==> config.mk <==
export PLATFORM = sky130hd
export DESIGN_NAME = dff_pipe_elastic
export DESIGN_NICKNAME = d
export VERILOG_FILES = /design/src/rtl/dff_pipe_elastic_pkg.sv /design/src/rtl/dff_pipe_elastic_pipe_stage.sv /design/src/rtl/dff_pipe_elastic.sv
export SDC_FILE = /design/constraint.sdc
export NUM_CORES = 1
export LEC_CHECK = 0
export BUFFER_PORTS_ARGS = -buffer_cell sky130_fd_sc_hd__buf_2
export CORE_MARGIN = 2
export CORE_UTILIZATION = 35
export DETAILED_ROUTE_END_ITERATION = 16
export GPL_TIMING_DRIVEN = 0
export PLACE_DENSITY_LB_ADDON = 0.1
export SLEW_MARGIN = 40
export SYNTH_ARGS = -nofsm -noshare
export SYNTH_HDL_FRONTEND = slang
export SYNTH_SLANG_ARGS = --single-unit
==> constraint.sdc <==
create_clock -name c -period 6 [get_ports c]
set_input_delay 0.3 -clock c [delete_from_list [all_inputs] [get_ports c]]
set_output_delay 0.3 -clock c [all_outputs]
set_load 0.05 [all_outputs]
==> src/rtl/dff_pipe_elastic_pkg.sv <==
// Shared constants and helpers for the elastic register pipe and its sibling
// datapath registers.
package dff_pipe_elastic_pkg;

    // Reset value used by datapath registers unless a block overrides it.
    localparam logic [63:0] DP_RST_VAL = 64'h0;

    // Ceiling log2. A result of 0 is promoted to 1 so that a counter derived
    // from it is never zero bits wide.
    function automatic int unsigned pipe_clog2(input int unsigned value);
        int unsigned result;
        result = 0;
        while ((32'd1 << result) < value) begin
            result = result + 1;
        end
        if (result == 0) begin
            result = 1;
        end
        return result;
    endfunction

endpackage

==> src/rtl/dff_pipe_elastic_pipe_stage.sv <==
// One elastic pipe stage: a data register plus its valid bit.
// Data is written only when a valid word is loaded, so idle stages do not
// toggle. Flush clears the valid bit but leaves the data in place.
module dff_pipe_elastic_pipe_stage #(
    parameter int unsigned      WIDTH   = 16,
    parameter logic [WIDTH-1:0] RST_VAL = '0
) (
    input  logic             c,
    input  logic             rst,
    input  logic             flush,
    input  logic             load,
    input  logic             v_in,
    input  logic [WIDTH-1:0] d_in,
    output logic             v,
    output logic [WIDTH-1:0] q
);

    logic             r_v;
    logic [WIDTH-1:0] r_data;

    // Valid and data state; rst beats flush, and flush beats load.
    always_ff @(posedge c) begin
        if (rst) begin
            r_v    <= 1'b0;
            r_data <= RST_VAL;
        end else if (flush) begin
            r_v    <= 1'b0;
        end else if (load) begin
            r_v <= v_in;
            if (v_in) begin
                r_data <= d_in;
            end
        end
    end

    assign v = r_v;
    assign q = r_data;

endmodule

==> src/rtl/dff_pipe_elastic.sv <==
// Elastic chain of DEPTH registers with a ready/valid handshake at both ends.
// Back-pressure travels combinationally down the ready chain. A stage loads
// whenever it is empty or the stage after it is loading, so any bubbles
// collapse as the words advance.
module dff_pipe_elastic
    import dff_pipe_elastic_pkg::*;
#(
    parameter int unsigned      WIDTH   = 16,
    parameter int unsigned      DEPTH   = 3,
    parameter logic [WIDTH-1:0] RST_VAL = WIDTH'(DP_RST_VAL),
    parameter int unsigned      CNT_W   = pipe_clog2(DEPTH + 1)
) (
    input  logic             c,
    input  logic             rst,
    input  logic             flush,
    input  logic             in_valid,
    output logic             in_ready,
    input  logic [WIDTH-1:0] d,
    output logic             out_valid,
    input  logic             out_ready,
    output logic [WIDTH-1:0] q,
    output logic [CNT_W-1:0] count
);

    logic [DEPTH:0]                w_rdy;
    logic [DEPTH-1:0]              w_v;
    logic [DEPTH-1:0]              w_v_in;
    logic [DEPTH-1:0][WIDTH-1:0]   w_data;
    logic [DEPTH-1:0][WIDTH-1:0]   w_d_in;
    logic                          w_in_xfer;
    logic                          w_out_xfer;
    logic [CNT_W-1:0]              r_count;

    // The last stage is ready whenever downstream is ready.
    assign w_rdy[DEPTH] = out_ready;

    assign in_ready   = w_rdy[0] & ~flush & ~rst;
    assign w_in_xfer  = in_valid & in_ready;
    assign w_out_xfer = out_valid & out_ready;

    for (genvar i = 0; i < DEPTH; i++) begin : g_stage
        if (i == 0) begin : g_head
            assign w_v_in[i] = w_in_xfer;
            assign w_d_in[i] = d;
        end else begin : g_body
            assign w_v_in[i] = w_v[i-1];
            assign w_d_in[i] = w_data[i-1];
        end

        assign w_rdy[i] = ~w_v[i] | w_rdy[i+1];

        dff_pipe_elastic_pipe_stage #(
            .WIDTH   (WIDTH),
            .RST_VAL (RST_VAL)
        ) u_stage (
            .c     (c),
            .rst   (rst),
            .flush (flush),
            .load  (w_rdy[i]),
            .v_in  (w_v_in[i]),
            .d_in  (w_d_in[i]),
            .v     (w_v[i]),
            .q     (w_data[i])
        );
    end

    // Occupancy: +1 on input-only, -1 on output-only, cleared by rst or flush.
    always_ff @(posedge c) begin
        if (rst || flush) begin
            r_count <= '0;
        end else if (w_in_xfer && !w_out_xfer) begin
            r_count <= r_count + CNT_W'(1);
        end else if (w_out_xfer && !w_in_xfer) begin
            r_count <= r_count - CNT_W'(1);
        end
    end

    assign out_valid = w_v[DEPTH-1];
    assign q         = w_data[DEPTH-1];
    assign count     = r_count;

endmodule

---- Word-level counts from Yosys, hierarchy flattened ----
Cells that the tools add are included.
word-level totals
  flip-flop bits (word level) ............. 53
  input port bits ......................... 21
  output and inout bits ................... 20
  logic and storage cells ................. 33
cells by class
  add/sub/neg operators ................... 2
  mux-type cells .......................... 2
  bitwise logic cells ..................... 12
  reduce and logical (&&, ||, !) cells .... 10
operators by type and width
  operator                                                            count
  3-bit AND reduction                                                 3
  1-bit NOT                                                           5
  1-bit AND                                                           4
  2-bit two-way mux                                                   2
  1-bit OR                                                            3
  2-bit by 1-bit adder with 2-bit output, second input constant       1
  1-bit logical AND                                                   2
  1-bit zero test                                                     2
  2-bit nonzero test                                                  1
  2-bit OR reduction                                                  1
  2-bit by 1-bit subtractor with 2-bit output, second input constant  1
  1-bit logical OR                                                    1

---- Logic depth before layout (Yosys ltp) ----
Gate-level depths: netlist of run 1.
  word-level depth ........................ 11
  mapped depth ............................ 10

---- By module ----
Synthesis of run 1 repeated with hierarchy kept, for this count alone.
unflattened totals
  cells, all modules ...................... 236
  area total of the unflattened synthesis .. 2,433.6 sq um
by module, submodules not included
  module                       instances  cells an instance  area an instance (sq um)  sequential area each (sq um)
  dff_pipe_elastic_pipe_stage  3          73                 767.0                     340.3
  dff_pipe_elastic             1          17                 132.6                     40.0

---- Worst setup path before layout of run 1 ----
Ideal clock, no wire load.
  path kind ............................... register -> register
  start point ............................. reg g_stage[2].u_stage.r_v
  end point ............................... reg r_count[1] (netlist: count[1])
  library setup time ...................... 0.076 ns
  arrival time ............................ 2.287 ns
  required time ........................... 5.924 ns
  slack ................................... 3.637 ns
  stages on the path, launching flop included .. 10
  path buffers ............................ 3
  period minus slack after synthesis ...... 2.363 ns
  cells stage by stage .................... dfxtp_1 -> nand2b_1 -> buf_4 -> o211ai_1 -> buf_4 -> buf_6 -> inv_1 -> ha_1 -> or3_1 -> a21boi_0
on the way
  word-level cells in the longest chain between the ends .. 10
ends and longest elaborated chain
  item                          RTL line                           source
  start: declaration            dff_pipe_elastic_pipe_stage.sv:18  logic r_v;
  start signal: assignment      dff_pipe_elastic_pipe_stage.sv:29  r_v <= v_in;
  1-bit NOT (*)                 dff_pipe_elastic.sv:50             assign w_rdy[i] = ~w_v[i] | w_rdy[i+1];
  1-bit OR (*) (3 in a row)     dff_pipe_elastic.sv:50
  1-bit AND (*) (2 in a row)    dff_pipe_elastic.sv:37             assign in_ready = w_rdy[0] & ~flush & ~rst;
  1-bit AND (*)                 dff_pipe_elastic.sv:38             assign w_in_xfer = in_valid & in_ready;
  net g_stage[0].u_stage.v_in   dff_pipe_elastic_pipe_stage.sv:12  input logic v_in,
  1-bit zero test               dff_pipe_elastic.sv:73             end else if (w_out_xfer && !w_in_xfer) begin
  1-bit logical AND             dff_pipe_elastic.sv:73
  2-bit nonzero test (no line)  --
  end signal: assignment        dff_pipe_elastic.sv:72             r_count <= r_count + CNT_W'(1);
  end signal: assignment        dff_pipe_elastic.sv:74             r_count <= r_count - CNT_W'(1);
  end: declaration              dff_pipe_elastic.sv:32             logic [CNT_W-1:0] r_count;
The timed path passes the listed nets; every way through them passes the cells marked *.
A chain may end at the register's enable or synchronous reset.

---- Worst setup path in the final report of run 1 ----
Ends and elaborated chain as after synthesis.

==> results of run 1 <==
## through the flow
stage / total power, W / setup WS, ns
finish: 0.000605 / 3.80
global route: 0.000630 / 3.62
CTS: 0.000612 / 3.77
detailed placement: 0.000411 / 3.66
global placement: 0.000411 / 3.65
floorplan: 0.000397 / 3.64
## layout make-up
cell class | instances | area share (%)
Buffer | 16 | 4.26
Clock buffer | 6 | 2.87
Clock inverter | 2 | 0.594
Inverter | 18 | 2.67
Multi-Input combinational cell | 134 | 36.0
Sequential cell | 53 | 42.0
Tap cell | 75 | 3.71
Timing Repair Buffer | 40 | 7.92
## sequential cells by signal (all words and copies together) (netlist names)
| name | cells |
|---|---|
| count | 2 |
| g_stage.u_stage.v | 3 |
| g_stage.u_stage.q | 48 |
## layer usage
metal	share of wire, %	global-route usage, %	up-vias
li1	-	-	829
met1	54	19.2	671
met2	40	19.2	32
met3	4.9	4.24	5
met4	1.4	5.00	0
met5	0	0	-
## how the worst max path moves through the flow
stage	from	end	slack (ns)	cells after the start
3_5_place_dp	out_ready	count[1]	3.66	10
4_1_cts	g_stage[2].u_stage.v	count[1]	3.77	9
5_1_grt	g_stage[2].u_stage.v	count[1]	3.62	9
6_report	g_stage[2].u_stage.v	count[1]	3.80	9
2_1_floorplan	g_stage[2].u_stage.v	count[1]	3.64	9
3_3_place_gp	out_ready	count[1]	3.65	10
## cells in the mapped netlist, types with 2 or more instances
library cell               count
sky130_fd_sc_hd__a21oi_1      17
sky130_fd_sc_hd__buf_4         2
sky130_fd_sc_hd__buf_6         3
sky130_fd_sc_hd__clkbuf_1      8
sky130_fd_sc_hd__dfxtp_1      53
sky130_fd_sc_hd__inv_1        18
sky130_fd_sc_hd__mux2i_1      32
sky130_fd_sc_hd__nand2_1       2
sky130_fd_sc_hd__nand2b_1     34
sky130_fd_sc_hd__nand3_1      16
sky130_fd_sc_hd__nor2_1        2
sky130_fd_sc_hd__nor3_1        3
sky130_fd_sc_hd__o21a_1        2
sky130_fd_sc_hd__o21ai_0      17
sky130_fd_sc_hd__xor2_1        2
## report_power, final
group	switching (W)	leakage (nW)	internal, W	total [W]
logic	0.0000214	0.751	0.0000194	0.0000407
clock network	0.000120	0.0374	0.0000825	0.000203
registers	0.00000249	0.429	0.000359	0.000362
total	0.000144	1.22	0.000461	0.000605
## worst register-to-register path, delay by kind of cell, from the launching register on
kind | cells | cell delay [ns]
compound gates | 2 | 0.35
fa+ha+maj | 1 | 0.33
buf+inv | 4 | 0.64
flops | 1 | 0.38
simple gates | 2 | 0.44
## cell families after synthesis
kind of cell / after synthesis
adders and majority gates: 1
muxes: 32
AOI/OAI and AO/OA: 39
and+or+nand+nor: 60
buffers and inverters: 34
DFF: 53
xor gates and xnor gates: 2
==> impl_results.md, run 1 <==
- Run status: complete, no violations
- Power density over the cells: roughly 240 nW/um^2
- Clock network latency to the later pin of the worst-skew pair: 0.31 ns
- Final critical-path required period: approximately 2.2 ns
- Proportion of synthesized flip-flops having asynchronous set or reset: 0%
- Hold path cells: 3
- Cells along the critical path: nand2b_1, buf_4, o211ai_1, buf_4, buf_6, inv_1, ha_1, or3_1, a21boi_0
- Cell with the biggest individual delay on the critical path: sky130_fd_sc_hd__dfxtp_1
- Dominant combinational cell family by area after synthesis: simple AND/OR/NAND/NOR gates
- GPL Wtd Cong: approximately 0.70
- Resize count post-CTS: 0
- Crit path largest cell delay: about 0.38 ns
- Port Buf Inserts: 40
- Logic depth of the worst register-to-register path: 9
- Maximum fanout along the worst path: 10
- Total clock buffers created by CTS: 5
- Starting utilization of the core area: between 30 and 40%
- Remaining global-route overflow: 0
- Hold slack: between 0.2 and 0.25 ns
- Relative slew slack: a little under three quarters
- Initial antenna violation count: 0
- Data required time of the critical path: about 6.2 ns
- Layout cells sized above 1: just over 20%
- Fillers: about 620
- Min-delay worst type: in -> reg
- Commonest non-fill, non-tap cell in the layout: sky130_fd_sc_hd__dfxtp_1
- Slew at the pin closest to its max-slew limit: ~0.43 ns
- Startpoint of the worst register-to-register path: g_stage[2].u_stage.v
- Synth Cell Area: between 2000 and 2500 um^2
- Worst Path Class, Setup: reg -> reg
- Half-perimeter wire length of the detailed placement result: about 3100 um
- Crit path capture type: register
- Final clock skew: ~0.010 ns
- Xor/xnor cell area share of the yosys netlist: 0.817%
- Number of failing setup endpoints in the final timing report: 0
- Post-synthesis share of cell area spent on full adders, half adders and majority gates: 0.583%
- FF/Latch Area: 1060 um^2
- Synthesized instance count: 221
- Number of standard cells in the final layout excluding fillers: between 300 and 400
- Global-route usage over all layers: a little over an eighth
- CP most frequent cell: sky130_fd_sc_hd__buf_4
- Die height: slightly above 80 um
- Depth of the CTS H-tree: 2
- Instance area after placement: ~2400 um^2
- Total setup buffers inserted after CTS: 0
- Total of max-cap violations: 0
- CTS clock-pin slew for the worst setup and hold paths: approximately 0.1 ns
- Number of hold-slack violations in the final timing report: 0
- Number of DRC violations after detailed routing: 0
- Synth Register Bits: between 50 and 60
- Net count of the mapped netlist: between 200 and 250
- Startpoint of the most critical hold path: d[6]
- WP data arrival: between 2 and 2.5 ns
- Crit start category: register
- Final standard cell area without fillers: about 2500 um^2
- Hold buffers post-CTS: 0
- Simple logic cell fraction of the synthesized area: 16.3%
- Period utilization: between 30 and 40%
- Maximum operating frequency: around 450 MHz
- Wire length of the first global-routing pass: approximately 6700 um
- Maximum number of buffers from clock root to sink: 2
- Number of warning messages in the yosys log: 0
- Floorplan row count: 28
- Number of antenna-violating nets in the routed design: 0
- First drt pass iteration count: 4
- Share of the synthesized area in compound gates (AO/OA/AOI/OAI): approximately a tenth
- Largest net degree at the start of global routing: 17
- Core utilization of the finished layout: between 40% and 50%
- Number of clock sinks seen by CTS: 53
- Number of nets in the layout: 290
- Clock tree from TritonCTS: yes
- Floorplan Core Area: just under 6000 um^2
- Vias in the first global route: approximately 1,400
- Buf/Inv on CP: 4
- Static leakage: about 1.2 nW
- Number of placed cells counting well taps: roughly 340
- Dominant delay contributor by cell family on the critical path: buffers and inverters
- Number of distinct library cells after synthesis: 25
- Clock root buffer: sky130_fd_sc_hd__clkbuf_8
- Total number of vias: roughly 1,500
- Number of violations reported at the end of detailed-routing iteration 0: 60
- RSZ-0062 raised after global routing: false
- Floorplan die area: 6770 um^2
- Inserted Diodes: 0
- Floorplan die width: ~82 um
- Setup TNS Final: 0 ns
- Worst-case hold path end point: g_stage[0].u_stage.q[6]
- R2R Setup Slk: between 3 and 4 ns
- Leading post-synthesis cells by cell area: sky130_fd_sc_hd__dfxtp_1, sky130_fd_sc_hd__mux2i_1, sky130_fd_sc_hd__nand2b_1
- Final routed wirelength across all metal layers: around 4200 um
- Commonest cells after routing, fill and taps aside: sky130_fd_sc_hd__dfxtp_1, sky130_fd_sc_hd__buf_2, sky130_fd_sc_hd__nand2b_1
- I/O pin count: 41
- Capturing point of the worst reg2reg path: count[1]
- Via count normalized by instance count: ~4.5
- Share of cell area taken by muxes after synthesis: approximately 15%
- Peak ir drop on the vdd network: just over 90 uV
- Portion of the post-synthesis area used by sequential elements: around half
- Mean instance size in the synthesized netlist: 9.70 um^2
- Final-report max-slew violation count: 0
- Most used DFF post-synth: sky130_fd_sc_hd__dfxtp_1
- Per-cell routed wire length: between 10 and 15 um
- Syn-to-layout area delta: 17.8%
- Area fraction of the dominant cell type after synthesis: between 40% and 50%
- Post-synth EDFFs: 0
- Post-synth top area cell: sky130_fd_sc_hd__dfxtp_1
- Combined area of the multi-input logic cells: 908 um^2
No activity file was read; power rests on OpenSTA's default activity.
==> inputs of run 2 (changes only) <==
- ABC_AREA: default -> 1
- clock period: 6 -> 2.05 ns (I/O delays scaled with it)
==> run 2 against run 1 <==
Net effect: via count increased by 17%; count of clock-buffer cells in the layout decreased by 1; combinational power increased to 3.7 times the previous value; clock power increased to 2.9 times the previous value; hold slack got worse by 0.11 ns; wire length increased by 5.4%; synthesized cell count increased by 41%; sequential cell count unchanged; power increased to 3.0 times the previous value; non-clock buffer count decreased by 2; critical path depth increased by 1; register-to-register slack got worse by 3.6 ns; critical endpoint unchanged; largest power group unchanged.
==> impl_results.md, run 2 <==
- Number of warning messages in the yosys log: 0
- Final critical-path required period: approximately 1.8 ns
- Area fraction of the dominant cell type after synthesis: about 47%
- GPL Wtd Cong: ~0.74
- Number of distinct library cells after synthesis: 22
- Number of nets in the layout: around 380
- Floorplan die width: between 80 and 90 um
- Number of hold-slack violations in the final timing report: 0
- Number of placed cells counting well taps: 427
- Flip-flop count of the largest register after layout: between 40 and 50
- Proportion of synthesized flip-flops having asynchronous set or reset: 0%
- Run status: complete, no violations
- Per-cell routed wire length: 10.2 um
- Leading post-synthesis cells by cell area: sky130_fd_sc_hd__dfxtp_1, sky130_fd_sc_hd__inv_1, sky130_fd_sc_hd__nand2_1
- Layout cells sized above 1: a little under a fifth
- Worst Path Class, Setup: reg -> reg
- Setup TNS Final: 0 ns
- Number of violations reported at the end of detailed-routing iteration 0: 57
- Number of standard cells in the final layout excluding fillers: about 440
- Startpoint of the most critical hold path: rst
- Relative slew slack: 71.6%
- Portion of the post-synthesis area used by sequential elements: ~47%
- Min-delay worst type: in -> reg
- Mean instance size in the synthesized netlist: between 7 and 8 um^2
- WP data arrival: 2.05 ns
- Number of clock sinks seen by CTS: 53
- Net count of the mapped netlist: approximately 330
- Global-route usage over all layers: 13.5%
- Wire length of the first global-routing pass: around 7900 um
- Via count normalized by instance count: slightly above 4
- Data required time of the critical path: 2.30 ns
- Initial antenna violation count: 0
- Hold path cells: 2
- Floorplan die area: roughly 7000 um^2
- Port Buf Inserts: 38
- Maximum fanout along the worst path: 10
- Clock network latency to the later pin of the worst-skew pair: 0.30 ns
- Remaining global-route overflow: 0
- Static leakage: between 1 and 1.5 nW
- Depth of the CTS H-tree: 2
- Number of failing setup endpoints in the final timing report: 0
- Post-synth top area cell: sky130_fd_sc_hd__dfxtp_1
- Power consumption: around 0.0018 W
- Launching instance or port of the critical path: g_stage[2].u_stage.v
- Final-report max-slew violation count: 0
- Crit start category: register
- Floorplan row count: 29
- Worst-case hold path end point: g_stage[2].u_stage.q[10]
- Resize count post-CTS: 0
- Hold buffers post-CTS: 0
- Synth Cell Area: around 2300 um^2
- Commonest cells after routing, fill and taps aside: sky130_fd_sc_hd__inv_1, sky130_fd_sc_hd__nand2_1, sky130_fd_sc_hd__nor2_1
- Floorplan Core Area: 6280 um^2
- Hold slack: ~0.10 ns
- Starting utilization of the core area: a little over a third
- CTS clock-pin slew for the worst setup and hold paths: about 0.10 ns
- Total setup buffers inserted after CTS: 0
- Die height: between 80 and 90 um
- Maximum operating frequency: roughly 550 MHz
- Cell with the most instances after synthesis: sky130_fd_sc_hd__inv_1
- Half-perimeter wire length of the detailed placement result: ~3400 um
- Largest net degree at the start of global routing: 18
- Crit path capture type: register
- I/O pin count: 41
- Logic depth of the worst register-to-register path: 10
- Total number of vias: ~1,800
- Syn-to-layout area delta: 16.7%
- Pre-CTS setup slack: 0.228 ns
- Period utilization: between 80% and 90%
- Peak ir drop on the vdd network: around 360 uV
- Power density over the cells: approximately 690 nW/um^2
- Clock tree from TritonCTS: yes
- Capturing point of the worst reg2reg path: count[1]
- Worst Slack Setup Final: 0.243 ns
- Inserted Diodes: 0
- Vias in the first global route: between 1,500 and 2,000
- Synth Register Bits: 53
- Number of antenna-violating nets in the routed design: 0
- Maximum number of buffers from clock root to sink: 2
- RSZ-0062 raised after global routing: false
- Most instantiated cells after synthesis: sky130_fd_sc_hd__inv_1, sky130_fd_sc_hd__nand2_1, sky130_fd_sc_hd__nor2_1, sky130_fd_sc_hd__dfxtp_1, sky130_fd_sc_hd__a21oi_1
- Clock root buffer: sky130_fd_sc_hd__clkbuf_8
- Total of max-cap violations: 0
- Most used DFF post-synth: sky130_fd_sc_hd__dfxtp_1
- Final routed wirelength across all metal layers: about 4400 um
- First drt pass iteration count: 4
- Synthesized instance count: about 310
- Number of DRC violations after detailed routing: 0
- R2R Setup Slk: approximately 0.24 ns
- Slew at the pin closest to its max-slew limit: 0.426 ns
- Post-synth EDFFs: 0
- Commonest non-fill, non-tap cell in the layout: sky130_fd_sc_hd__inv_1
- Total clock buffers created by CTS: 5
- Final clock skew: between 0.003 and 0.004 ns
- Startpoint of the worst register-to-register path: g_stage[2].u_stage.v
run 2: cells by family (layout without fill, tap and decap cells):
family / Yosys count / after routing / synth area share (%)
AO/OA/AOI/OAI: 35 / 35 / 7.76
XOR/XNOR: 1 / 1 / 0.388
adder cells (fa/ha/maj): 1 / 1 / 0.554
buffers and inverters: 74 / 120 / 14.4
flip-flops: 53 / 53 / 47.0
AND/OR/NAND/NOR: 148 / 148 / 29.9
run 2: worst max-delay path, stage by stage (launching register included):
cell and delay, ns:
sky130_fd_sc_hd__dfxtp_1 0.46, sky130_fd_sc_hd__nand4_4 0.25, sky130_fd_sc_hd__nand3_4 0.18, sky130_fd_sc_hd__buf_6 0.15
sky130_fd_sc_hd__inv_1 0.05, sky130_fd_sc_hd__ha_1 0.31, sky130_fd_sc_hd__nor2_1 0.11, sky130_fd_sc_hd__nand2_1 0.07
sky130_fd_sc_hd__nand2_1 0.06, sky130_fd_sc_hd__nand2_1 0.04, sky130_fd_sc_hd__nor2_1 0.07
run 2: cell type report:
type	count	area (um^2)
multi-input combinational	185	872
tap	77	96.3
timing repair buffer	38	190
buffer	16	108
sequential	53	1060
clock buffer	5	68.8
fill	695	3640
clock inverter	3	21.3
inverter	58	218
run 2: where the power goes:
group          switching [W]  total, W  internal (W)  leakage (nW)
combinational      0.0000917  0.000150     0.0000581         0.767
clock               0.000355  0.000598      0.000243        0.0445
sequential         0.0000110   0.00106       0.00105         0.429
total               0.000458   0.00181       0.00135          1.24
run 2: worst max path at each step:
stage / to / slack, ns / depth (start not counted)
after global placement: count[1] / 0.23 / 9
after floorplan: count[1] / 0.05 / 9
after detailed placement: count[1] / 0.23 / 10
after global routing: count[1] / 0.01 / 10
after CTS: count[1] / 0.19 / 10
final: count[1] / 0.24 / 10
run 2: layer usage:
layer | track usage [%] | up-vias | routed length, um
met3 | 3.05 | 4 | 189
met5 | 0 | - | 0
met2 | 21.3 | 35 | 1830
li1 | - | 1047 | -
met4 | 3.46 | 0 | 50
met1 | 18.9 | 717 | 2380
run 2: metrics by stage:
step,utilization [%],cell area [um^2]
after floorplan,-,2260
after global placement,40.5,2540
after detailed placement,40.5,2540
after CTS,42.0,2640
after global routing,42.0,2640
final,42.0,2640
==> inputs of run 3 (changes only) <==
- PLACE_DENSITY_LB_ADDON: 0.1 -> default
==> run 3 against run 2 <==
Net effect: final cell count stayed put; combinational power hardly changed; clock power is 36% higher; sequential power hardly changed; count of clock-buffer cells in the layout stayed put; hold slack better by 0.013 ns; largest cell class unchanged; largest power group unchanged.
==> impl_results.md, run 3 (synthesis gave the netlist of run 2 again) <==
- First drt pass iteration count: 4
- Vias in the first global route: 1,746
- Number of hold-slack violations in the final timing report: 0
- Floorplan die width: ~84 um
- Combined area of the multi-input logic cells: approximately 870 um^2
- GR Layer Usage met2: between 20% and 30%
- Remaining global-route overflow: 0
- Maximum operating frequency: between 500 and 600 MHz
- FF/Latch Area: around 1100 um^2
- Relative slew slack: 71.1%
- Slew at the pin closest to its max-slew limit: between 0.4 and 0.5 ns
- Power density over the cells: 757 nW/um^2
- Floorplan Core Area: around 6300 um^2
- Worst Slack Setup Final: about 0.23 ns
- Global-route usage over all layers: approximately 13%
- Fillers: 687
- Crit path largest cell delay: around 0.47 ns
- Period utilization: around nine tenths
- Crit start category: register
- Busiest layer in global routing: met2
- Total clock buffers created by CTS: 5
- Final standard cell area without fillers: around 2700 um^2
- Clock network latency to the later pin of the worst-skew pair: 0.30 ns
- Largest net degree at the start of global routing: 17
- Final clock skew: 0.00509 ns
- Hold buffers post-CTS: 0
- Maximum fanout along the worst path: 10
- CP most frequent cell: sky130_fd_sc_hd__nor2_1
- Final critical-path required period: roughly 1.8 ns
- GPL Wtd Cong: a little under 0.8
- WP data arrival: slightly above 2 ns
- Final routed wirelength across all metal layers: around 4500 um
- Inserted Diodes: 0
- Cells along the critical path: nand4_4, nand3_4, buf_6, inv_1, ha_1, nor2_1, nand2_1, nor2_1, nor2_1
- Total number of vias: 1,888
- Number of nets in the layout: 379
- Layout cells sized above 1: 18.7%
- Met1 Resource Use GR: between 15 and 20%
- RSZ-0062 raised after global routing: false
- Grt met3 use: 2.85%
- Number of standard cells in the final layout excluding fillers: ~440
- Number of failing setup endpoints in the final timing report: 0
- Half-perimeter wire length of the detailed placement result: ~3400 um
- Data required time of the critical path: between 2 and 2.5 ns
- Final-report max-slew violation count: 0
- Number of placed cells counting well taps: between 400 and 500
- Depth of the CTS H-tree: 2
- Via count normalized by instance count: 4.34
- Resize count post-CTS: 0
- CTS clock-pin slew for the worst setup and hold paths: ~0.090 ns
- Min-delay worst type: in -> reg
- Number of violations reported at the end of detailed-routing iteration 0: 38
- Pre-CTS setup slack: ~0.25 ns
- Flip-flop count of the largest register after layout: 48
- Instance area after placement: ~2500 um^2
- Crit path capture type: register
- Floorplan die area: 7110 um^2
- Syn-to-layout area delta: 18.6%
- Worst Path Class, Setup: reg -> reg
- Static leakage: roughly 1.3 nW
- I/O pin count: slightly above 40
- Number of clock sinks seen by CTS: 53
- Commonest cells after routing, fill and taps aside: sky130_fd_sc_hd__inv_1, sky130_fd_sc_hd__nand2_1, sky130_fd_sc_hd__nor2_1
- Setup TNS Final: 0 ns
- Die height: around 84 um
- Clock tree from TritonCTS: yes
- Total setup buffers inserted after CTS: 0
- Wire length of the first global-routing pass: about 7800 um
- Run status: complete, no violations
- Starting utilization of the core area: between 30% and 40%
- Floorplan row count: 29
- Per-cell routed wire length: 10.3 um
- Total of max-cap violations: 0
- Maximum number of buffers from clock root to sink: 2
- Number of DRC violations after detailed routing: 0
- Commonest non-fill, non-tap cell in the layout: sky130_fd_sc_hd__inv_1
- Peak ir drop on the vdd network: about 390 uV
- Cell with the biggest individual delay on the critical path: sky130_fd_sc_hd__dfxtp_1
- Number of antenna-violating nets in the routed design: 0
- Port Buf Inserts: 38
- Initial antenna violation count: 0
- Clock root buffer: sky130_fd_sc_hd__clkbuf_8
==> run 3: final cells by class <==
type | count | area share, %
Buffer | 16 | 4.02
Clock buffer | 5 | 2.57
Sequential cell | 53 | 39.6
Multi-Input combinational cell | 185 | 32.6
Clock inverter | 3 | 2.43
Inverter | 58 | 8.13
Timing Repair Buffer | 38 | 7.10
Tap cell | 77 | 3.60
==> run 3: per-layer routing <==
layer	part of all wire, %	wire length [um]	vias to the layer above
met2	45	1990	29
met3	3.5	154	6
met5	0	0	-
met1	50	2240	804
met4	1.5	69	0
li1	-	-	1049
==> run 3: worst paths after layout <==
| path | start | end | slack (ns) | cells after the start |
|---|---|---|---|---|
| max reg2reg | g_stage[2].u_stage.v | count[1] | 0.23 | 9 |
| min reg2reg | g_stage[2].u_stage.q[6] | g_stage[2].u_stage.q[6] | 0.46 | 2 |
| min | d[3] | g_stage[0].u_stage.q[3] | 0.12 | 5 |
| max | g_stage[2].u_stage.v | count[1] | 0.23 | 9 |
==> run 3: metrics by stage <==
stage	utilization (%)	hold slack (ns)	total power, W
after floorplan	-	0.306	0.00119
final	42.7	0.116	0.00203
after global placement	40.5	0.424	0.00124
after global routing	42.7	0.129	0.00212
after CTS	42.7	0.112	0.00205
after detailed placement	40.5	0.428	0.00124
==> run 3: power breakdown <==
part	internal, W	leakage, nW	switching [W]
sequential	0.00105	0.429	0.0000120
clock	0.000485	0.0681	0.000329
combinational	0.0000582	0.767	0.0000923
==> run 3: critical path, delay by kind of cell, from the launching register on <==
| family | cells | cell delay (ns) |
|---|---|---|
| flops | 1 | 0.47 |
| fa+ha+maj | 1 | 0.31 |
| buf+inv | 2 | 0.20 |
| simple gates | 6 | 0.76 |
